**config.mk**
```make
export PLATFORM = sky130hd
export DESIGN_NAME = fft_sched
export DESIGN_NICKNAME = d
export VERILOG_FILES = /design/src/rtl/fft_pkg.sv /design/src/rtl/fft_addr_gen.sv /design/src/rtl/fft_sched.sv
export SDC_FILE = /design/constraint.sdc
export NUM_CORES = 1
export LEC_CHECK = 0
export CORE_MARGIN = 2
export CORE_UTILIZATION = 40
export CTS_CLUSTER_DIAMETER = 30
export CTS_CLUSTER_SIZE = 20
export DETAILED_ROUTE_END_ITERATION = 12
export PLACE_DENSITY = 0.53
export SYNTH_ARGS = -nofsm -noshare
export SYNTH_HDL_FRONTEND = slang
export SYNTH_SLANG_ARGS = --single-unit
```
**constraint.sdc**
```tcl
create_clock -name clk -period 5.2 [get_ports clk]
set_input_delay 1.3 -clock clk [delete_from_list [all_inputs] [get_ports clk]]
set_output_delay 1.3 -clock clk [all_outputs]
set_load 0.03 [all_outputs]
```
**src/rtl/fft_pkg.sv**
```systemverilog
// Shared constants, address/twiddle types and FSM states for the FFT scheduler.
// Imported by fft_addr_gen and fft_sched.
package fft_pkg;
   localparam int LOG2N = 12;
   localparam int N     = 1 << LOG2N;

   typedef logic [LOG2N-1:0] addr_t;
   typedef logic [LOG2N-2:0] tw_t;

   typedef enum logic [1:0] {IDLE, RUN, DRAIN, DONE} fsm_t;
endpackage

```
**src/rtl/fft_addr_gen.sv**
```systemverilog
// Maps (stage, butterfly j) to the radix-2 DIT address pair and twiddle index.
// Outputs are combinational; tw_q keeps the twiddle of the last loaded read.
module fft_addr_gen #(
   parameter int LOG2N = fft_pkg::LOG2N
) (
   input  logic             clk,
   input  logic             rst_n,
   input  logic             ld,
   input  logic [3:0]       stage,
   input  logic [LOG2N-2:0] j,
   output logic [LOG2N-1:0] addr_a,
   output logic [LOG2N-1:0] addr_b,
   output logic [LOG2N-2:0] tw,
   output logic [LOG2N-2:0] tw_q
);
   import fft_pkg::*;

   logic [LOG2N-1:0] jx;
   logic [LOG2N-1:0] span;
   logic [LOG2N-1:0] lo;
   logic [LOG2N-1:0] hi;

   // Insert a zero bit at position stage into j; partner has that bit set.
   always_comb begin
      jx     = {1'b0, j};
      span   = LOG2N'(1) << stage;
      lo     = jx & (span - LOG2N'(1));
      hi     = jx >> stage;
      addr_a = (hi << (stage + 4'd1)) | lo;
      addr_b = addr_a | span;
      tw     = lo[LOG2N-2:0] << (4'(LOG2N - 1) - stage);
   end

   // Hold the twiddle of the issued read until its data returns.
   always_ff @(posedge clk) begin
      if (!rst_n) tw_q <= '0;
      else if (ld) tw_q <= tw;
   end
endmodule

```
**src/rtl/fft_sched.sv**
```systemverilog
// Radix-2 in-place DIT FFT scheduler: alternating read/write slots per stage.
// Optional build macro FFT_SCHED_CYCCNT_EN adds the cycle_cnt busy counter.
module fft_sched #(
   parameter int LOG2N  = fft_pkg::LOG2N,
   parameter int BF_LAT = 4
) (
   input  logic             clk,
   input  logic             rst_n,
   input  logic             start,
   output logic             busy,
   output logic             done,
   output logic [3:0]       stage,
   output logic             we_a,
   output logic [LOG2N-1:0] addr_a,
   output logic             we_b,
   output logic [LOG2N-1:0] addr_b,
   output logic             bf_in_valid,
   output logic [LOG2N-2:0] tw_idx
`ifdef FFT_SCHED_CYCCNT_EN
   ,
   output logic [31:0]      cycle_cnt
`endif
);
   import fft_pkg::*;

   localparam int D  = 1 + BF_LAT;
   localparam int HW = LOG2N - 1;
   localparam logic [HW-1:0] JLAST = '1;

   if (BF_LAT % 2 != 0) begin : g_lat_chk
      $error("fft_sched: BF_LAT must be even");
   end

   fsm_t            state;
   logic [3:0]      stg;
   logic [HW-1:0]   j;
   logic            phase;
   logic            rd_vis;
   logic            rd_go;
   logic            wr_go;
   logic [LOG2N-1:0] ga;
   logic [LOG2N-1:0] gb;
   logic [HW-1:0]   gtw;
   logic [HW-1:0]   tw_q;

   logic            pv [D];
   logic            pl [D];
   logic [LOG2N-1:0] pa [D];
   logic [LOG2N-1:0] pb [D];

   fft_addr_gen #(.LOG2N(LOG2N)) u_gen (
      .clk    (clk),
      .rst_n  (rst_n),
      .ld     (rd_go),
      .stage  (stg),
      .j      (j),
      .addr_a (ga),
      .addr_b (gb),
      .tw     (gtw),
      .tw_q   (tw_q)
   );

   // Slot decode: a read issues on start or on an even RUN slot.
   always_comb begin
      rd_go = ((state == RUN) && !phase) || ((state == IDLE) && start);
      wr_go = ((state == RUN) || (state == DRAIN)) && phase && pv[D-1];
   end

   // Main FSM, delay pipe and registered RAM/butterfly controls.
   always_ff @(posedge clk) begin
      if (!rst_n) begin
         state       <= IDLE;
         stg         <= '0;
         j           <= '0;
         phase       <= 1'b0;
         rd_vis      <= 1'b0;
         busy        <= 1'b0;
         done        <= 1'b0;
         stage       <= '0;
         we_a        <= 1'b0;
         we_b        <= 1'b0;
         addr_a      <= '0;
         addr_b      <= '0;
         bf_in_valid <= 1'b0;
         tw_idx      <= '0;
         for (int i = 0; i < D; i++) begin
            pv[i] <= 1'b0;
            pl[i] <= 1'b0;
            pa[i] <= '0;
            pb[i] <= '0;
         end
      end else begin
         for (int i = D - 1; i > 0; i--) begin
            pv[i] <= pv[i-1];
            pl[i] <= pl[i-1];
            pa[i] <= pa[i-1];
            pb[i] <= pb[i-1];
         end
         pv[0]       <= 1'b0;
         pl[0]       <= 1'b0;
         we_a        <= 1'b0;
         we_b        <= 1'b0;
         done        <= 1'b0;
         rd_vis      <= 1'b0;
         bf_in_valid <= rd_vis;
         if (rd_vis) tw_idx <= tw_q;

         if (rd_go) begin
            addr_a <= ga;
            addr_b <= gb;
            pv[0]  <= 1'b1;
            pl[0]  <= (j == JLAST);
            pa[0]  <= ga;
            pb[0]  <= gb;
            rd_vis <= 1'b1;
            stage  <= stg;
            j      <= j + HW'(1);
         end

         if (wr_go) begin
            we_a   <= 1'b1;
            we_b   <= 1'b1;
            addr_a <= pa[D-1];
            addr_b <= pb[D-1];
         end

         unique case (state)
            IDLE: begin
               if (start) begin
                  state <= RUN;
                  busy  <= 1'b1;
                  phase <= 1'b1;
               end
            end
            RUN, DRAIN: begin
               phase <= ~phase;
               if (rd_go && (j == JLAST)) state <= DRAIN;
               if (wr_go && pl[D-1]) begin
                  j <= '0;
                  if (stg == 4'(LOG2N - 1)) begin
                     state <= DONE;
                     stg   <= '0;
                  end else begin
                     state <= RUN;
                     stg   <= stg + 4'd1;
                  end
               end
            end
            DONE: begin
               done  <= 1'b1;
               busy  <= 1'b0;
               state <= IDLE;
            end
            default: state <= IDLE;
         endcase
      end
   end

`ifdef FFT_SCHED_CYCCNT_EN
   // Busy-cycle counter; cleared on launch, frozen after done.
   always_ff @(posedge clk) begin
      if (!rst_n) cycle_cnt <= '0;
      else if ((state == IDLE) && start) cycle_cnt <= '0;
      else if (busy) cycle_cnt <= cycle_cnt + 32'd1;
   end
`endif
endmodule

```
==> flow_results.org, run 1 <==
** Finish
- Design Area, Final :: between 10000 and 15000 um^2
- # nets final :: 1074
- Number of standard cells in the final layout excluding fillers :: ~1400
- Measured on the finished design, the core utilization comes to 0.5297.
- In the final layout, the share of cells above drive strength 1 is 0.1091.
- Relative to the synthesized area, the layout overhead comes to 29.54%.

** Setup path
- Worst setup path class :: reg2reg
- Nature of the critical path endpoint :: flip-flop
- The worst setup path is launched from a flip-flop.
- At the worst endpoint, the arrival time is 4.04 ns.
- Crit path max fanout :: 39
- Worst setup startpoint :: stg[2]
- For the worst setup path, the data required time is 5.62 ns.
- The startpoint identified for the worst register-to-register timing path is stg[2].
- Across all register-to-register paths, the minimum setup slack is between 1.5 and 2 ns.

** Synth
- edfxtp_1 takes more of the synthesized area than any other cell.
- Gate Count Post-Synth :: ~900
- Fraction of registers with async set/reset :: 0
- In the synthesized netlist the dominant register cell turns out to be edfxtp_1.
- The netlist uses 79 different library cells.
- EDFF count, synth :: 130
- For this run, the register share of the synthesized area comes to 0.5573.
- Each instance of the synthesized netlist takes up on average about 11 um^2.
- In this run the cell area of the synthesized design comes to around 9600 um^2.
- During synthesis, Yosys emitted a total of 0 warnings.
- Number of synthesized register bits :: between 200 and 250
- Synth cell count leaders :: edfxtp_1 (130), and2_1 (115), nor2_1 (88), dfxtp_1 (73), nand2_1 (55)
- Area share of the largest cell type after synthesis :: 0.4055
- Most common cell in the synthesized netlist :: edfxtp_1
- Top cells by area in the synthesized netlist :: edfxtp_1 (41%), dfxtp_1 (15%), and2_1 (7.5%), nor2_1 (3.4%), a21oi_1 (2.4%)

** Routing
- For this run, design rule violations remaining after detail routing come to 0.
- After detailed routing, the average wire length per cell comes to roughly 19 um.
- Detailed routing inserted a total of between 7000 and 8000 vias.
- Sum of routed wire length over all layers :: between 20000 and 30000 um
- After detailed routing, the number of vias per cell comes to ~5.2.
- For this block, the initial DRC count from the detailed router was ~550.
- In this run the remaining antenna-violating nets after routing total 0.
- Number of search-and-repair iterations in the first detailed-routing pass :: 5

** STA
- Headroom to the max-slew limit came out at 0.3356.
- Timing would allow up to roughly 0.28 GHz.
- Setup repair after global routing left no endpoint under its margin.
- Slew Viols, Final :: 0
- Total Neg Setup Slack :: 0 ns
- Final worst-path cycle share :: 0.6970
- Final hold analysis gives a worst-case slack of approximately 0.46 ns.
- Final worst path period need :: roughly 3.6 ns
- Setup violations remaining at the end of the flow were counted as 0.
- At the pin with the least slew margin, the transition time is about 0.99 ns.
- The number of hold violations in the final report is 0.
- Clock skew :: around 0.011 ns

** CTS
- Counting along the longest clock path gives a buffer depth of 3.
- Post-CTS sizing :: 0
- Clock insertion delay at the later pin of the skew report :: between 0.5 and 0.6 ns
- TritonCTS buffer count :: 50
- Hold-fix buffers at CTS :: 0
- Clock tree synthesis selected as its root buffer the cell clkbuf_16.
- TritonCTS built the clock tree.
- The H-tree was split into 2 levels.
- After clock tree synthesis, the setup repair step added 0 buffers.
- TritonCTS sink count :: 203
- Clock Pin Slew Worst Setup and Hold Paths :: 0.04 ns

** GRT
- After global routing the overflow that remains totals 0.
- Tot GR Track Use :: 0.2115
- The via count of the first global-routing pass is roughly 7300.
- Wire length of the first global-routing pass :: about 42000 um
- Maximum number of pins on one net before global-route repair :: ~110
- Number of antenna violations at the first check in global routing :: 0

** Floorplanning
- Die Width :: 159.1 um
- The initial utilization of the core area, before any placement, comes to 0.4089.
- The total area inside the core boundary comes to ~24000 um^2.
- During I/O placement, the number of pins put on the boundary was 47.
- The initialized floorplan defines 56 standard-cell rows.
- Y dimension of the die :: around 160 um
- Die area :: 25320 um^2

** Power
- Standby leakage power :: 4.870 nW
- Power density of the placed cells :: ~440 nW/um^2
- Largest voltage drop on the vdd net :: between 0.2 and 0.3 mV

** Job
- Max-cap violations :: 0

** Placed design
- Placed cell count :: between 1000 and 1500
- The congestion estimate from routability-driven global placement came to ~0.9.
- Detailed placement ended at an HPWL of ~18000 um.
- Port buffering added 46 buffers.
- Summing all placed instances gives a cell area of about 11000 um^2.

** Min path
- The worst hold path belongs to the class reg2reg.
- Launch instance of the worst min-delay path :: u_gen.tw_q[0]

** Run status
- The flow ran to the end, and the final reports show no timing, DRC or antenna violations.
path summary, 6_finish.rpt:
| path | end | cells past startpoint |
|---|---|---|
| max | u_gen.tw_q[8] | 10 |
| min | u_gen.tw_q[0] | 2 |
| max reg2reg | u_gen.tw_q[8] | 10 |
| min reg2reg | u_gen.tw_q[0] | 2 |
critical path: stages, from the launching register on:
cell,delay (ns)
dfxtp_1,0.30
buf_4,0.36
inv_1,0.33
ha_1,0.39
nor4_1,0.48
xor2_1,0.11
o21ai_0,0.79
nor2_1,0.07
a21oi_1,0.19
a21oi_1,0.10
a221o_1,0.37
placed cells by master (no fill, tap or decap), drive strengths merged, types with 15 or more instances in the layout:
cell	n
dfxtp	73
clkbuf	67
o21ai	47
a21oi	46
nand2	55
clkdlybuf4s50	45
nand3	15
conb	106
and2	115
edfxtp	130
mux2i	22
nor3	16
inv	18
nor2	88
registers in the layout, indices dropped and copies added, names as in the netlist:
signal,flops
busy,1
state,2
pb,60
j,11
stg,4
addr_a,12
rd_vis,1
u_gen.tw_q,11
bf_in_valid,1
we_b,1
stage,4
pv,5
pa,60
pl,5
tw_idx,11
done,1
addr_b,12
phase,1
cell type report:
| type | count | area (um^2) |
|---|---|---|
| well taps | 319 | 399.1 |
| multi-input cells | 729 | 4323 |
| clock buffers | 67 | 1408 |
| inverters | 17 | 63.81 |
| fillers | 2201 | 11070 |
| clock inverters | 26 | 361.6 |
| repair buffers | 58 | 548.0 |
| diodes | 1 | 2.502 |
| flip-flops and latches | 203 | 5365 |
where the power goes:
group / leakage (nW) / switching, W / internal, W
Clock: 0.851 / 0.000934 / 0.00228
Combinational: 2.08 / 0.000265 / 0.000148
Sequential: 1.94 / 0.0000598 / 0.00184
stage by stage:
stage                     power, W  setup WS, ns
after global routing      0.005728         1.269
after global placement    0.002346         1.394
after detailed placement  0.002343         1.369
final                     0.005532         1.576
after CTS                 0.005589         1.589
after floorplan           0.002175         1.517
logic make-up after synthesis:
group | count (synthesis) | synth area share
flops | 203 | 0.5573
simple gates | 345 | 0.1859
compound gates | 222 | 0.1597
xor+xnor | 14 | 0.01352
mux | 30 | 0.03301
buf+inv | 79 | 0.03457
other cells | 1 | 0.0003895
fa+ha+maj | 12 | 0.01560
layer usage:
metal	vias up	part of all wire	track usage
met5	-	0	0
met4	0	0.031	0.07975
met3	61	0.060	0.03673
met2	241	0.44	0.3273
met1	3495	0.47	0.2977
li1	3526	-	-
Note: power is estimated with default switching activity, not from simulation.
==> run 2, diff against run 1 <==
==> constraint.sdc (replaced) <==
create_clock -name clk -period 3.8 [get_ports clk]
set_input_delay 0.95 -clock clk [delete_from_list [all_inputs] [get_ports clk]]
set_output_delay 0.95 -clock clk [all_outputs]
set_load 0.03 [all_outputs]
==> flow_results.org, run 2 (synthesized netlist as in run 1, its figures left out) <==
** Setup path
- Along the worst path, the maximum fanout reaches 11.
- Grouping stages by cell kind, the critical path spends the most delay in compound AO/OA/AOI/OAI gates.
- Start of the worst register-to-register path :: stg[1]
- On the worst path, the slowest cell contributes a delay of ~0.47 ns.
- Tracing the worst setup path back leads to its startpoint at stg[1].
- Slowest cell on crit path :: dfxtp_1
- Crit path cell chain :: clkinv_1 -> ha_1 -> nand2_1 -> ha_1 -> nand2b_1 -> o21ai_0 -> o211ai_1 -> a21boi_0 -> buf_4 -> a21oi_1 -> a21oi_1 -> a221o_1
- Nature of the critical path endpoint :: flip-flop
- Data on the critical path is required at its endpoint by 4.28 ns.
- The worst setup path is launched from a flip-flop.
- Critical Path AT :: between 3 and 4 ns
- The number of buffers and inverters on the critical path is 2.
- The worst setup path is of the reg2reg kind.

** Finish
- Most frequent cells in the layout :: edfxtp_1 (130), and2_1 (115), conb_1 (106)
- Leading cell type in the layout, fill and taps excluded :: edfxtp_1
- Ratio of cells with drive above 1 in the final layout :: 0.1259
- End-of-flow core utilization :: 0.5342
- # nets final :: approximately 1100
- Largest regs :: pa x60, pb x60
- Number of standard cells in the final layout excluding fillers :: approximately 1400
- 0 antenna diodes ended up in the layout.
- The area growth from synthesis to layout is 30.63%.

** CTS
- Hold-fix buffers at CTS :: 0
- The number of gates resized after CTS was 0.
- Clock tree from TritonCTS :: done
- The tree built by TritonCTS fans out to around 200 sinks.
- Clock Pin Slew Worst Setup and Hold Paths :: approximately 0.04 ns
- TritonCTS buffer count :: 47
- No sink is reached through more buffers than the 3 on the longest clock path.
- The clock tree synthesis step divided the H-tree into 2 levels.
- Buffers inserted by post-CTS timing repair :: 0
- Clock latency on the worst-skew pair, taken at its later pin, is 0.54 ns.
- In this run the clock root is driven by a clkbuf_16.

** STA
- Once routing completed, OpenROAD measured the worst setup slack at about 0.54 ns.
- Setup repair after global routing left no endpoint under its margin.
- The final max-slew violation count came to 0.
- Clock skew :: 0.01595 ns
- Final-report setup violation count :: 0
- In the final timing run, aggregate negative setup slack is 0 ns.
- Final worst path period need :: around 3.3 ns
- The number of hold violations in the final report is 0.
- In this run the tightest slew margin relative to its limit is 0.3938.
- Slew at the pin closest to its max-slew limit :: roughly 0.91 ns
- For this run, the top clock speed supported by timing is ~0.3 GHz.
- Of the available clock period, the critical path in the final layout requires 0.8580.

** Routing
- Vias post-DR :: around 7400
- Number of search-and-repair iterations in the first detailed-routing pass :: 5
- Dividing the detail-routed wire length by the instance count gives about 18 um.
- After detailed routing, the number of vias per cell comes to a little over 5.
- The final layout contains routed wiring with a total length of 26310 um.
- The detail route stage leaves a number of antenna-violating nets equal to 0.
- After the first detailed-routing iteration, the DRC count stood at 654.
- For this run, design rule violations remaining after detail routing come to 0.

** Placed design
- The wire-length estimate of the detail-placed layout is about 18000 um.
- Placed cell count :: between 1000 and 1500
- OpenSTA, run right after detailed placement, puts the worst setup slack at ~0.59 ns.
- In this run the tool buffered the top-level ports with 46 buffer cells.
- GP Congestion :: approximately 0.99

** GRT
- Tot GR Track Use :: 0.2091
- The number of antenna violations at the first check in global routing was 0.
- The via count of the first global-routing pass is between 7000 and 8000.
- Global-route congestion overflow total :: 0
- Maximum number of pins on one net before global-route repair :: around 110
- Wire length of the first global-routing pass :: approximately 42000 um

** Floorplanning
- Die Width :: between 150 and 200 um
- The floorplan step defined a die boundary enclosing about 25000 um^2.
- Initial cell density of the core :: 0.4089
- The total area inside the core boundary comes to approximately 24000 um^2.
- Y dimension of the die :: between 150 and 200 um
- In this run the count of I/O pins placed on the die edge is 47.
- Row cnt :: 56

** Power
- The analysis attributes to net switching a power of 0.001704 W.
- The analysis attributes to cell leakage a power of just under 5 nW.
- The internal portion of the total power is around 0.0057 W.
- Of the total power, the share spent switching nets is 0.2305.
- The share of total power dissipated in combinational logic is 0.078.
- For this design the ratio of total power to cell area is approximately 600 nW/um^2.
- Largest voltage drop on the vdd net :: around 0.4 mV
- Of the total power, registers draw 0.352.
- The share of total power dissipated in the clock network is 0.570.

** Job
- Across the run, the number of max-cap violations was 0.

** Min path
- The path class of the tightest hold or removal check is reg2reg.
- In this run the most critical hold path is launched from stage[3].

** Run status
- The flow ran to the end, and the final reports show no timing, DRC or antenna violations.
-- run 2: layer usage --
metal,track usage,vias to the layer above,part of all wire
li1,-,3564,-
met1,0.2929,3598,0.47
met2,0.3249,221,0.45
met3,0.04715,41,0.059
met4,0.06281,0,0.020
met5,0,-,0
-- run 2: metrics by stage --
stage	hold slack [ns]	area [um^2]	total power [W]
2_1_floorplan	0.4178	10020	0.002977
3_3_place_gp	0.4464	10890	0.003217
3_5_place_dp	0.4443	10890	0.003215
4_1_cts	0.4600	12580	0.007465
5_1_grt	0.4785	12580	0.007651
6_report	0.4529	12580	0.007390
-- run 2: final timing paths --
path	slack (ns)	depth (start not counted)	end
min reg2reg	0.45	2	stage[3]
max	0.54	12	u_gen.tw_q[8]
max reg2reg	0.54	12	u_gen.tw_q[8]
min	0.45	2	stage[3]
-- run 2: tightest hold or removal path, stage by stage (launching register included) --
cell and delay [ns]:
dfxtp_1 0.30, nand2_1 0.05, a21oi_1 0.05
-- run 2: cell type report --
class	count	area, um^2
Clock buffer	60	1296
Tap cell	319	399.1
Clock inverter	28	392.9
Fill cell	2189	10970
Sequential cell	203	5365
Inverter	17	63.81
Multi-Input combinational cell	729	4323
Timing Repair Buffer	83	735.7
-- run 2: power by group through the flow --
stage	Combinational, W	Clock (W)	Sequential (W)
floorplan	0.000309	0	0.00267
detailed placement	0.000577	0	0.00264
finish	0.000578	0.00421	0.00260
global route	0.000635	0.00440	0.00262
global placement	0.000578	0	0.00264
CTS	0.000582	0.00428	0.00260
==> run 3, diff against run 2 <==
--- a/config.mk
+++ b/config.mk
@@ -5,12 +5,14 @@
 export SDC_FILE = /design/constraint.sdc
 export NUM_CORES = 1
 export LEC_CHECK = 0
+export CELL_PAD_IN_SITES_DETAIL_PLACEMENT = 2
+export CELL_PAD_IN_SITES_GLOBAL_PLACEMENT = 2
 export CORE_MARGIN = 2
 export CORE_UTILIZATION = 40
 export CTS_CLUSTER_DIAMETER = 30
 export CTS_CLUSTER_SIZE = 20
 export DETAILED_ROUTE_END_ITERATION = 12
-export PLACE_DENSITY = 0.53
+export PLACE_DENSITY = 0.75
 export SYNTH_ARGS = -nofsm -noshare
 export SYNTH_HDL_FRONTEND = slang
 export SYNTH_SLANG_ARGS = --single-unit
==> flow_results.org, run 3 (synthesized netlist as in run 1, its figures left out) <==
** CTS
- Clock latency on the worst-skew pair, taken at its later pin, is about 0.56 ns.
- Buffers inserted by post-CTS timing repair :: 0
- In this run, CTS created clock tree buffers numbering 49.
- Clock tree synthesis selected as its root buffer the cell clkbuf_16.
- Hold-fix buffers at CTS :: 0
- CTS saw slightly above 200 sinks.
- In this run the deepest clock path goes through 3 buffers.
- Clock tree from TritonCTS :: done
- Post-CTS repair changed the size of 0 cells.
- Clock Pin Slew Worst Setup and Hold Paths :: 0.04 ns
- Number of H-tree levels :: 2

** Min path
- The min-delay analysis places its worst path in the category reg2reg.

** Power
- Largest voltage drop on the vdd net :: 0.4295 mV
- After layout, the design draws a total of slightly below 0.008 W.
- Dividing total power by cell area gives a power density of slightly above 600 nW/um^2.
- The analysis attributes to cell leakage a power of ~5 nW.

** STA
- The routed design could run at a clock period as short as ~3.5 ns.
- Total Neg Setup Slack :: 0 ns
- The final max-slew violation count came to 0.
- Setup violations remaining at the end of the flow were counted as 0.
- Setup repair after global routing left no endpoint under its margin.
- Dividing the final minimum period by the clock period gives 0.9279.
- The number of hold violations in the final report was 0.
- Slew at the pin closest to its max-slew limit :: between 0.9 and 1 ns
- The worst pin sits at a relative slew slack of 0.3738.
- Timing would allow up to roughly 0.28 GHz.
- Clock skew on the completed layout was measured at 0.03878 ns.

** GRT
- Via count of the first global-routing pass :: roughly 9000
- Entering global routing, the biggest net connects between 70 and 80 pins.
- In the global route stage, overall resource usage came out at 0.2981.
- Global-route congestion overflow total :: 0
- Wire length of the first global-routing pass :: roughly 57000 um
- Number of antenna violations at the first check in global routing :: 0

** Routing
- Number of search-and-repair iterations in the first detailed-routing pass :: 4
- Starting DRC count in detailed routing :: about 460
- After detailed routing, the number of remaining DRC violations is 0.
- In the final routed layout, each cell accounts on average for approximately 26 um.
- Sum of routed wire length over all layers :: around 38000 um
- Summing over every cut layer, the via total after detailed routing is ~8000.
- In the routed layout, each cell is associated on average with a via count of 5.561.
- The detail route stage leaves a number of antenna-violating nets equal to 0.

** Finish
- Area growth, synth to finish :: 30.92%
- The library cell used most frequently in the layout, excluding fill and tap cells, is edfxtp_1.
- In the final layout, the registers with the most flip-flops are pa x60, pb x60.
- The library cells used most frequently in the layout, excluding fill and tap cells, are edfxtp_1 (130), and2_1 (115), conb_1 (106).
- The number of antenna diodes in the final layout is 0.
- At the end of the flow the core is filled with cells to 0.5353.
- # nets final :: between 1000 and 1500
- Ratio of cells with drive above 1 in the final layout :: 0.1219
- The layout has ~2300 filler cells.

** Setup path
- Crit-path max cell delay :: 0.59 ns
- Slowest cell on crit path :: nor4_1
- The endpoint identified for the worst register-to-register timing path is u_gen.tw_q[8].
- Measured in cells, the most critical reg-to-reg path has a length of 10.
- Along the worst path, the maximum fanout reaches 41.
- The worst setup path is captured at a flip-flop.
- Critical Path End :: u_gen.tw_q[8]
- In this run the worst setup path begins at stg[1].
- Setup crit start kind :: flip-flop
- The startpoint identified for the worst register-to-register timing path is stg[1].
- FF-to-FF setup slack :: 0.27 ns
- Data on the critical path arrives at its endpoint at roughly 4 ns.
- The critical path in this run is classified as reg2reg.
- For the worst setup path, the data required time is between 4 and 5 ns.
- The critical path goes through buf_4 -> ha_1 -> ha_1 -> nor4_1 -> xor2_1 -> o21ai_0 -> nor2_1 -> a21oi_1 -> a21oi_1 -> a221o_1.

** Floorplanning
- Number of placed I/O pins :: 47
- The core region is between 20000 and 25000 um^2.
- Initial cell density of the core :: 0.4089
- In this run the vertical extent of the chip is ~160 um.
- Row cnt :: between 50 and 60
- Die Width :: between 150 and 200 um
- Die area :: 25320 um^2

** Placed design
- The count of buffers added on input and output ports is 46.
- GP Congestion :: 0.8857
- After legalization and detailed placement, the total HPWL measured between 20000 and 25000 um.

** Job
- Max-cap violations :: 0

** Run status
- Run status :: complete, no violations
==> run 3: cell count changes in the layout (fill, tap and decap cells not counted), moves of 2 or more <==
cell       delta
buf_4         -9
clkbuf_16     +2
clkbuf_8      -3
clkinv_2      -5
clkinv_4      +7
==> run 3: worst min path at each step <==
stage                          from        end  slack (ns)  depth (start not counted)
final                      stage[3]   stage[3]        0.46                          2
after global routing       stage[3]   stage[3]        0.50                          2
after CTS                  stage[3]   stage[3]        0.47                          2
after detailed placement  pa[0][53]  addr_a[5]        0.44                          2
after global placement    pb[0][51]  addr_b[3]        0.43                          2
after floorplan           pa[0][53]  addr_a[5]        0.42                          2
==> run 3: through the flow <==
step | cells | worst slack, ns | cell area, um^2 | hold slack [ns]
final | 1435 | 0.2738 | 12600 | 0.4633
after global routing | 1435 | 0.07308 | 12600 | 0.5019
after CTS | 1435 | 0.3439 | 12600 | 0.4692
after detailed placement | 1343 | 0.4315 | 10840 | 0.4406
after global placement | 1343 | 0.4774 | 10840 | 0.4296
after floorplan | 1011 | 0.1173 | 10020 | 0.4178
==> run 3: routing by layer <==
layer	up-vias	part of all wire	wire length, um	GRT usage
li1	3543	-	-	-
met1	4099	0.41	15480	0.3661
met2	252	0.50	18830	0.5198
met3	86	0.052	1965	0.05991
met4	0	0.035	1306	0.1099
met5	-	0	0	0
==> run 3: layout make-up <==
cell class | count | area [um^2] | area share
clock buffers | 59 | 1305 | 0.1035
clock inverters | 33 | 459.2 | 0.03643
inverters | 17 | 63.81 | 0.005063
multi-input cells | 729 | 4323 | 0.3430
flip-flops and latches | 203 | 5365 | 0.4257
well taps | 319 | 399.1 | 0.03167
repair buffers | 75 | 688.2 | 0.05460
==> run 3: worst max-delay path, delay by kind of cell, from the launching register on <==
| kind | cells | cell delay, ns |
|---|---|---|
| flops | 1 | 0.32 |
| compound gates | 4 | 1.36 |
| buf+inv | 1 | 0.29 |
| fa+ha+maj | 2 | 0.63 |
| simple gates | 2 | 0.67 |
| xor+xnor | 1 | 0.13 |
==> run 3: report_power, final <==
part / total [W] / internal, W / switching, W / leakage (nW)
Sequential: 0.00262 / 0.00252 / 0.000101 / 1.94
Combinational: 0.000643 / 0.000210 / 0.000433 / 2.16
Clock: 0.00447 / 0.00307 / 0.00141 / 0.839
